**src/rtl/mp_responder_if.sv**
```systemverilog
// Request/response bundle between a cache memory port and the mp_responder slave.
interface mp_responder_if;
  logic       req_valid;
  logic       req_wren;
  logic [7:0] req_address;
  logic [7:0] req_data;
  logic       req_ready;
  logic       resp_valid;
  logic [7:0] resp_data;

  modport master (
    output req_valid, req_wren, req_address, req_data,
    input  req_ready, resp_valid, resp_data
  );

  modport slave (
    input  req_valid, req_wren, req_address, req_data,
    output req_ready, resp_valid, resp_data
  );
endinterface

```
**src/rtl/mp_responder.sv**
```systemverilog
// Timed main-memory responder: one request at a time, 256x8 array, fixed LATENCY.
// Optional feature macro: MP_WRITE_ACK_EN (writes also pulse resp_valid with the written data).
module mp_responder #(
  parameter int unsigned LATENCY  = 3,
  parameter logic [7:0]  INIT_XOR = 8'h00
) (
  input  logic          clock,
  input  logic          reset_n,
  mp_responder_if.slave bus
);

  localparam int unsigned DEPTH  = 256;
  localparam int unsigned CNT_W  = 4;

  generate
    if (LATENCY < 1 || LATENCY > 15) begin : g_bad_latency
      $error("mp_responder: LATENCY must be in 1..15");
    end
  endgenerate

  typedef enum logic [1:0] {S_IDLE, S_BUSY, S_RESP} state_t;
  typedef logic [7:0] mem_t [DEPTH];

  function automatic mem_t f_init_mem();
    mem_t m;
    for (int i = 0; i < int'(DEPTH); i++) m[i] = 8'(i) ^ INIT_XOR;
    return m;
  endfunction

  // Power-up contents only; reset deliberately leaves the array alone.
  mem_t r_mem = f_init_mem();

  state_t           r_state;
  logic [CNT_W-1:0] r_cnt;
  logic             r_wren;
  logic [7:0]       r_addr;
  logic [7:0]       r_data;
  logic             r_ready;
  logic             r_resp_valid;
  logic [7:0]       r_resp_data;

  state_t           w_state_nxt;
  logic [CNT_W-1:0] w_cnt_nxt;
  logic             w_ready_nxt;
  logic             w_resp_valid_nxt;
  logic [7:0]       w_resp_data_nxt;
  logic             w_mem_we;
  logic             w_latch;
  logic [7:0]       w_rd_data;

  assign w_rd_data      = r_mem[r_addr];
  assign bus.req_ready  = r_ready;
  assign bus.resp_valid = r_resp_valid;
  assign bus.resp_data  = r_resp_data;

  always_ff @(posedge clock or negedge reset_n) begin
    if (!reset_n) begin
      r_state      <= S_IDLE;
      r_cnt        <= '0;
      r_wren       <= 1'b0;
      r_addr       <= '0;
      r_data       <= '0;
      r_ready      <= 1'b1;
      r_resp_valid <= 1'b0;
      r_resp_data  <= '0;
    end else begin
      r_state      <= w_state_nxt;
      r_cnt        <= w_cnt_nxt;
      r_ready      <= w_ready_nxt;
      r_resp_valid <= w_resp_valid_nxt;
      r_resp_data  <= w_resp_data_nxt;
      if (w_latch) begin
        r_wren <= bus.req_wren;
        r_addr <= bus.req_address;
        r_data <= bus.req_data;
      end
    end
  end

  // Writes land only on the BUSY->RESP edge, so a reset during BUSY drops them.
  always_ff @(posedge clock) begin
    if (w_mem_we && reset_n) r_mem[r_addr] <= r_data;
  end

  always_comb begin
    w_state_nxt      = r_state;
    w_cnt_nxt        = r_cnt;
    w_ready_nxt      = 1'b0;
    w_resp_valid_nxt = 1'b0;
    w_resp_data_nxt  = r_resp_data;
    w_mem_we         = 1'b0;
    w_latch          = 1'b0;
    unique case (r_state)
      S_IDLE: begin
        if (bus.req_valid && r_ready) begin
          w_latch     = 1'b1;
          w_cnt_nxt   = CNT_W'(LATENCY - 1);
          w_state_nxt = S_BUSY;
        end else begin
          w_ready_nxt = 1'b1;
        end
      end
      S_BUSY: begin
        if (r_cnt == '0) begin
          w_state_nxt = S_RESP;
          if (r_wren) begin
            w_mem_we = 1'b1;
`ifdef MP_WRITE_ACK_EN
            w_resp_valid_nxt = 1'b1;
            w_resp_data_nxt  = r_data;
`endif
          end else begin
            w_resp_valid_nxt = 1'b1;
            w_resp_data_nxt  = w_rd_data;
          end
        end else begin
          w_cnt_nxt = r_cnt - CNT_W'(1);
        end
      end
      S_RESP: begin
        w_state_nxt = S_IDLE;
        w_ready_nxt = 1'b1;
      end
      default: begin
        w_state_nxt = S_IDLE;
        w_ready_nxt = 1'b1;
      end
    endcase
  end

endmodule

```
**src/flat_wrapper.sv**
```systemverilog
// flat-port wrapper written by rule: the top's interface ports become plain ports
module mp_responder_flat 
#(
  parameter int unsigned LATENCY  = 3,
  parameter logic [7:0]  INIT_XOR = 8'h00
)
  (clock, reset_n, bus_req_valid, bus_req_wren, bus_req_address, bus_req_data, bus_req_ready, bus_resp_valid, bus_resp_data);
  mp_responder_if bus_i ();
  input  logic clock;
  input  logic reset_n;
  input wire logic [$bits(bus_i.req_valid)-1:0] bus_req_valid;
  input wire logic [$bits(bus_i.req_wren)-1:0] bus_req_wren;
  input wire logic [$bits(bus_i.req_address)-1:0] bus_req_address;
  input wire logic [$bits(bus_i.req_data)-1:0] bus_req_data;
  output wire logic [$bits(bus_i.req_ready)-1:0] bus_req_ready;
  output wire logic [$bits(bus_i.resp_valid)-1:0] bus_resp_valid;
  output wire logic [$bits(bus_i.resp_data)-1:0] bus_resp_data;
  assign bus_i.req_valid = bus_req_valid;
  assign bus_i.req_wren = bus_req_wren;
  assign bus_i.req_address = bus_req_address;
  assign bus_i.req_data = bus_req_data;
  assign bus_req_ready = bus_i.req_ready;
  assign bus_resp_valid = bus_i.resp_valid;
  assign bus_resp_data = bus_i.resp_data;
  mp_responder #(.LATENCY(LATENCY), .INIT_XOR(INIT_XOR)) u_core (.clock(clock), .reset_n(reset_n), .bus(bus_i));
endmodule
```
**config.mk**
```make
export PLATFORM = sky130hd
export DESIGN_NAME = mp_responder_flat
export DESIGN_NICKNAME = d
export VERILOG_FILES = /design/src/rtl/mp_responder_if.sv /design/src/rtl/mp_responder.sv /design/src/flat_wrapper.sv
export SDC_FILE = /design/constraint.sdc
export NUM_CORES = 2
export LEC_CHECK = 0
export CAP_MARGIN = 30
export CORE_MARGIN = 1
export CORE_UTILIZATION = 48
export CTS_CLUSTER_DIAMETER = 150
export DETAILED_ROUTE_END_ITERATION = 8
export PLACE_DENSITY = 0.62
export SLEW_MARGIN = 20
export SYNTH_ARGS = -nofsm -noshare
export SYNTH_HDL_FRONTEND = slang
export SYNTH_SLANG_ARGS = --single-unit
```
**constraint.sdc**
```tcl
create_clock -name clock -period 10.5 [get_ports clock]
set_clock_uncertainty 0.2 [all_clocks]
set_input_delay 2.1 -clock clock [delete_from_list [all_inputs] [get_ports clock]]
set_output_delay 2.1 -clock clock [all_outputs]
set_load 0.02 [all_outputs]
```
==> results.sh <==
export IMPL_post_route_drc_count=0
export IMPL_route_detailed_vias_per_inst=6.425
export IMPL_worstHoldPathCells=1
export IMPL_rsz0062_at_grt="false"
export IMPL_sequential_element_share_of_the_synthesized_area=0.7706
export IMPL_worstHoldPathType="reg2reg"
export IMPL_synth_fa_ha_area_frac=0.0003094
export IMPL_start_kind="flip-flop"
export IMPL_power_density_nw_per_um2=283.8
export IMPL_dieWidth_um=412.5
export IMPL_port_buffers=29
export IMPL_ys_seq_elements=2081
export IMPL_timing_final_hold_violations=0
export IMPL_ctsHtreeMaxLevel=4
export IMPL_worstReg2RegStart="u_core.r_addr[1]"
export IMPL_std_cell_rows=150
export IMPL_nature_of_the_critical_path_endpoint="flip-flop"
export IMPL_clkSlewWorstSetupHoldPaths_ns=0.06
export IMPL_multiplexer_area_fraction_after_synthesis=0.1521
export IMPL_vias=41009
export IMPL_worst_slew_margin_rel=0.2232
export IMPL_cell_variety_after_synth=63
export IMPL_global_route_total_overflow=0
export IMPL_largest_family_of_logic_cells_by_synthesized_area="multiplexers"
export IMPL_grt_antenna_before_repair=8
export IMPL_fp_coreArea_um2=167200
export IMPL_timing_setup_tns_ns=0
export IMPL_power_leakage_nw=27.73
export IMPL_worst_hold_startpoint="u_core.r_cnt[0]"
export IMPL_postSynthAreaPerCell_um2=20.82
export IMPL_detailedRoute_firstIterationViolations=5784
export IMPL_postCtsSetupBuffers=0
export IMPL_post_synth_inst_count=3884
export IMPL_first_global_vias=40333
export IMPL_postSynth_asyncResetShare=0.01586
export IMPL_ctsResizeCount=0
export IMPL_report_final_slew_viol_count=0
export IMPL_post_route_cells_drive_above_1_share=0.2362
export IMPL_synth_simple_area_share=0.03094
export IMPL_starting_density_of_the_core=0.4837
export IMPL_worst_ep_required_time_ns=10.97
export IMPL_detailed_place_hpwl_um=134700
export IMPL_syn2layout_area_growth_pct=11.61
export IMPL_r2r_worst_path_cells=10
export IMPL_die_outline_area_um2=170100
export IMPL_finalCriticalPeriod_ns=5.470
export IMPL_worst_r2r_setup_slack_ns=5.03
export IMPL_number_of_buffers_created_by_cts=200
export IMPL_mappedNetlistNets=3906
export IMPL_worst_hold_endpoint="u_core.r_cnt[0]"
export IMPL_path_class="reg2reg"
export IMPL_synth_main_ff_cell="edfxtp_1"
export IMPL_ctsRootBufferMaster="clkbuf_16"
export IMPL_nets=4027
export IMPL_top_ports=30
export IMPL_layout_worst_path_cycle_share=0.5210
export IMPL_synth_xor_xnor_area_share=0.0002166
export IMPL_clock_tree_from_tritoncts="built"
export IMPL_max_vdd_ir_drop_v=0.0003016
export IMPL_ctsLongestPathBuffers=3
export IMPL_insertion_delay_ns=0.84
export IMPL_rr_endpoint="u_core.bus.resp_data[5]"
export IMPL_holdWs_ns=0.3581
export IMPL_detailedRoute_firstPassIterationCount=6
export IMPL_ys_warnings_count=0
export IMPL_outcome="finished, final reports clean"
export IMPL_grt_usage=0.2627
export IMPL_max_capacitance_violation_count=0
export IMPL_max_freq_ghz=0.1828
export IMPL_critPathArrivalTime_ns=5.94
export IMPL_worst_path_max_fanout=139
export IMPL_largest_net_degree_at_the_start_of_global_routing=168
export IMPL_post_drt_wl_per_cell_um=34.71
export IMPL_die_h_um=412.5
export IMPL_drt_total_wl_um=221500
export IMPL_finalWeightedCongestion=0.8554
export IMPL_ctsHoldBuffers=0
export IMPL_synth_edf_count=2048
export IMPL_first_pass_grt_wire_length_um=312500
export IMPL_synth_compound_area_share=0.02765
export IMPL_syn_cell_area_um2=80880
export IMPL_setup_violations=0
export IMPL_clock_sinks=2081
export IMPL_worst_pin_slew_ns=1.155
export IMPL_drtAntennaViolNets=0
==> Yosys cell counts (all sizes together), types with 4 or more instances <==
cell type | n | share of area
nand4 | 13 | 0.0010
or3b | 5 | 0.00054
a31oi | 8 | 0.00062
nor2 | 308 | 0.014
a32oi | 15 | 0.0016
o211ai | 7 | 0.00065
a22oi | 54 | 0.0050
or3 | 7 | 0.00054
o22a | 8 | 0.00087
o32ai | 4 | 0.00043
a211oi | 6 | 0.00056
o221ai | 7 | 0.00076
edfxtp | 2048 | 0.76
o21ai | 49 | 0.0030
nor2b | 15 | 0.0012
a311oi | 5 | 0.00054
or4 | 4 | 0.00037
clkbuf | 68 | 0.0032
dfrtp | 32 | 0.0099
a221oi | 4 | 0.00043
nand3 | 44 | 0.0028
a21oi | 57 | 0.0035
inv | 14 | 0.00065
mux2 | 55 | 0.0077
o22ai | 82 | 0.0063
mux2i | 116 | 0.014
nand2 | 122 | 0.0058
nand2b | 7 | 0.00054
nand3b | 7 | 0.00065
a2111oi | 6 | 0.00065
nor3 | 23 | 0.0014
nor4 | 17 | 0.0013
buf | 162 | 0.014
mux4 | 467 | 0.13
==> flip-flops by register name, indices dropped and copies added (netlist names) <==
register and flops:
u_core.bus.resp_data 8, u_core.r_data 8, u_core.bus.resp_valid 1, u_core.r_wren 1
u_core.bus.req_ready 1, u_core.r_state 2, u_core.r_cnt 4, u_core.r_addr 8
u_core.r_mem 2048
==> metrics by stage <==
step | area (um2) | worst slack, ns | power (mW) | utilization | cells
floorplan | 80880 | 6.316 | 15.64 | - | 3884
global placement | 83430 | 4.760 | 18.48 | 0.4989 | 5982
detailed placement | 83680 | 4.723 | 18.55 | 0.5004 | 6005
CTS | 90250 | 4.916 | 25.68 | 0.5397 | 6380
global route | 90270 | 4.863 | 26.28 | 0.5398 | 6382
finish | 90270 | 5.030 | 25.62 | 0.5398 | 6383
==> how the worst max path moves through the flow <==
stage / cells past startpoint / start / to / slack [ns]
global placement: 10 / u_core.r_addr[1] / u_core.bus.resp_data[6] / 4.76
detailed placement: 7 / reset_n / u_core.r_mem[191][1] / 4.72
floorplan: 0 / u_core.r_data[0] / u_core.r_mem[0][0] / 6.32
global route: 10 / u_core.r_addr[1] / u_core.bus.resp_data[5] / 4.86
CTS: 10 / u_core.r_addr[1] / u_core.bus.resp_data[5] / 4.92
finish: 10 / u_core.r_addr[1] / u_core.bus.resp_data[5] / 5.03
==> worst max-delay path: stages, from the launching register on <==
cell and delay [ns]:
dfrtp_4 0.85, buf_4 0.79, buf_12 0.75, mux4_2 0.44, mux2i_1 0.19, nor3_1 0.11, nor3_1 0.34, o21ai_0 0.25
buf_4 0.22, a311oi_1 0.75, o32ai_1 0.23
==> routing by layer <==
metal	GRT usage	vias to the layer above	share of wire	wire, um
li1	-	16364	-	-
met1	0.3840	21971	0.40	89420
met2	0.3942	2327	0.46	101900
met3	0.06004	343	0.10	22990
met4	0.08301	4	0.032	7145
met5	0	-	0.00014	31
==> cells in the final DEF, fill, tap and decap left out, types with 11 or more instances in the layout <==
master,n
nand3_1,43
nand2_1,110
nor2_1,300
inv_1,11
mux4_2,467
mux2i_1,116
clkinv_1,47
bufinv_16,22
dfrtp_1,18
a21oi_1,57
edfxtp_1,2048
a32oi_1,15
clkinv_2,41
nand2_2,12
clkdlybuf4s50_1,28
nor4_1,17
nand4_1,13
dfrtp_4,12
o22ai_1,82
o21ai_0,48
a22oi_1,54
mux2_2,55
nor2b_1,11
clkbuf_1,37
clkbuf_16,202
nor3_1,22
buf_4,94
==> logic make-up after synthesis <==
family,after synthesis
AO/OA/AOI/OAI,336
XOR/XNOR,2
adder cells (fa/ha/maj),2
buffers and inverters,246
flip-flops,2081
multiplexers,638
AND/OR/NAND/NOR,579
==> where the power goes <==
part	internal (mW)	switching [mW]	total, mW
registers	10.4	0.470	10.9
logic	2.49	4.99	7.48
clock network	4.11	3.12	7.23
total	17.0	8.58	25.6
==> cell type report <==
cell class,instances,area (um2)
well taps,2204,2758
inverters,16,61.31
diodes,1,2.502
fillers,12570,76950
multi-input cells,1557,17150
flip-flops and latches,2081,62370
repair buffers,149,1349
clock buffers,243,5249
clock inverters,132,1325
Power figures use the tool's default switching activity.
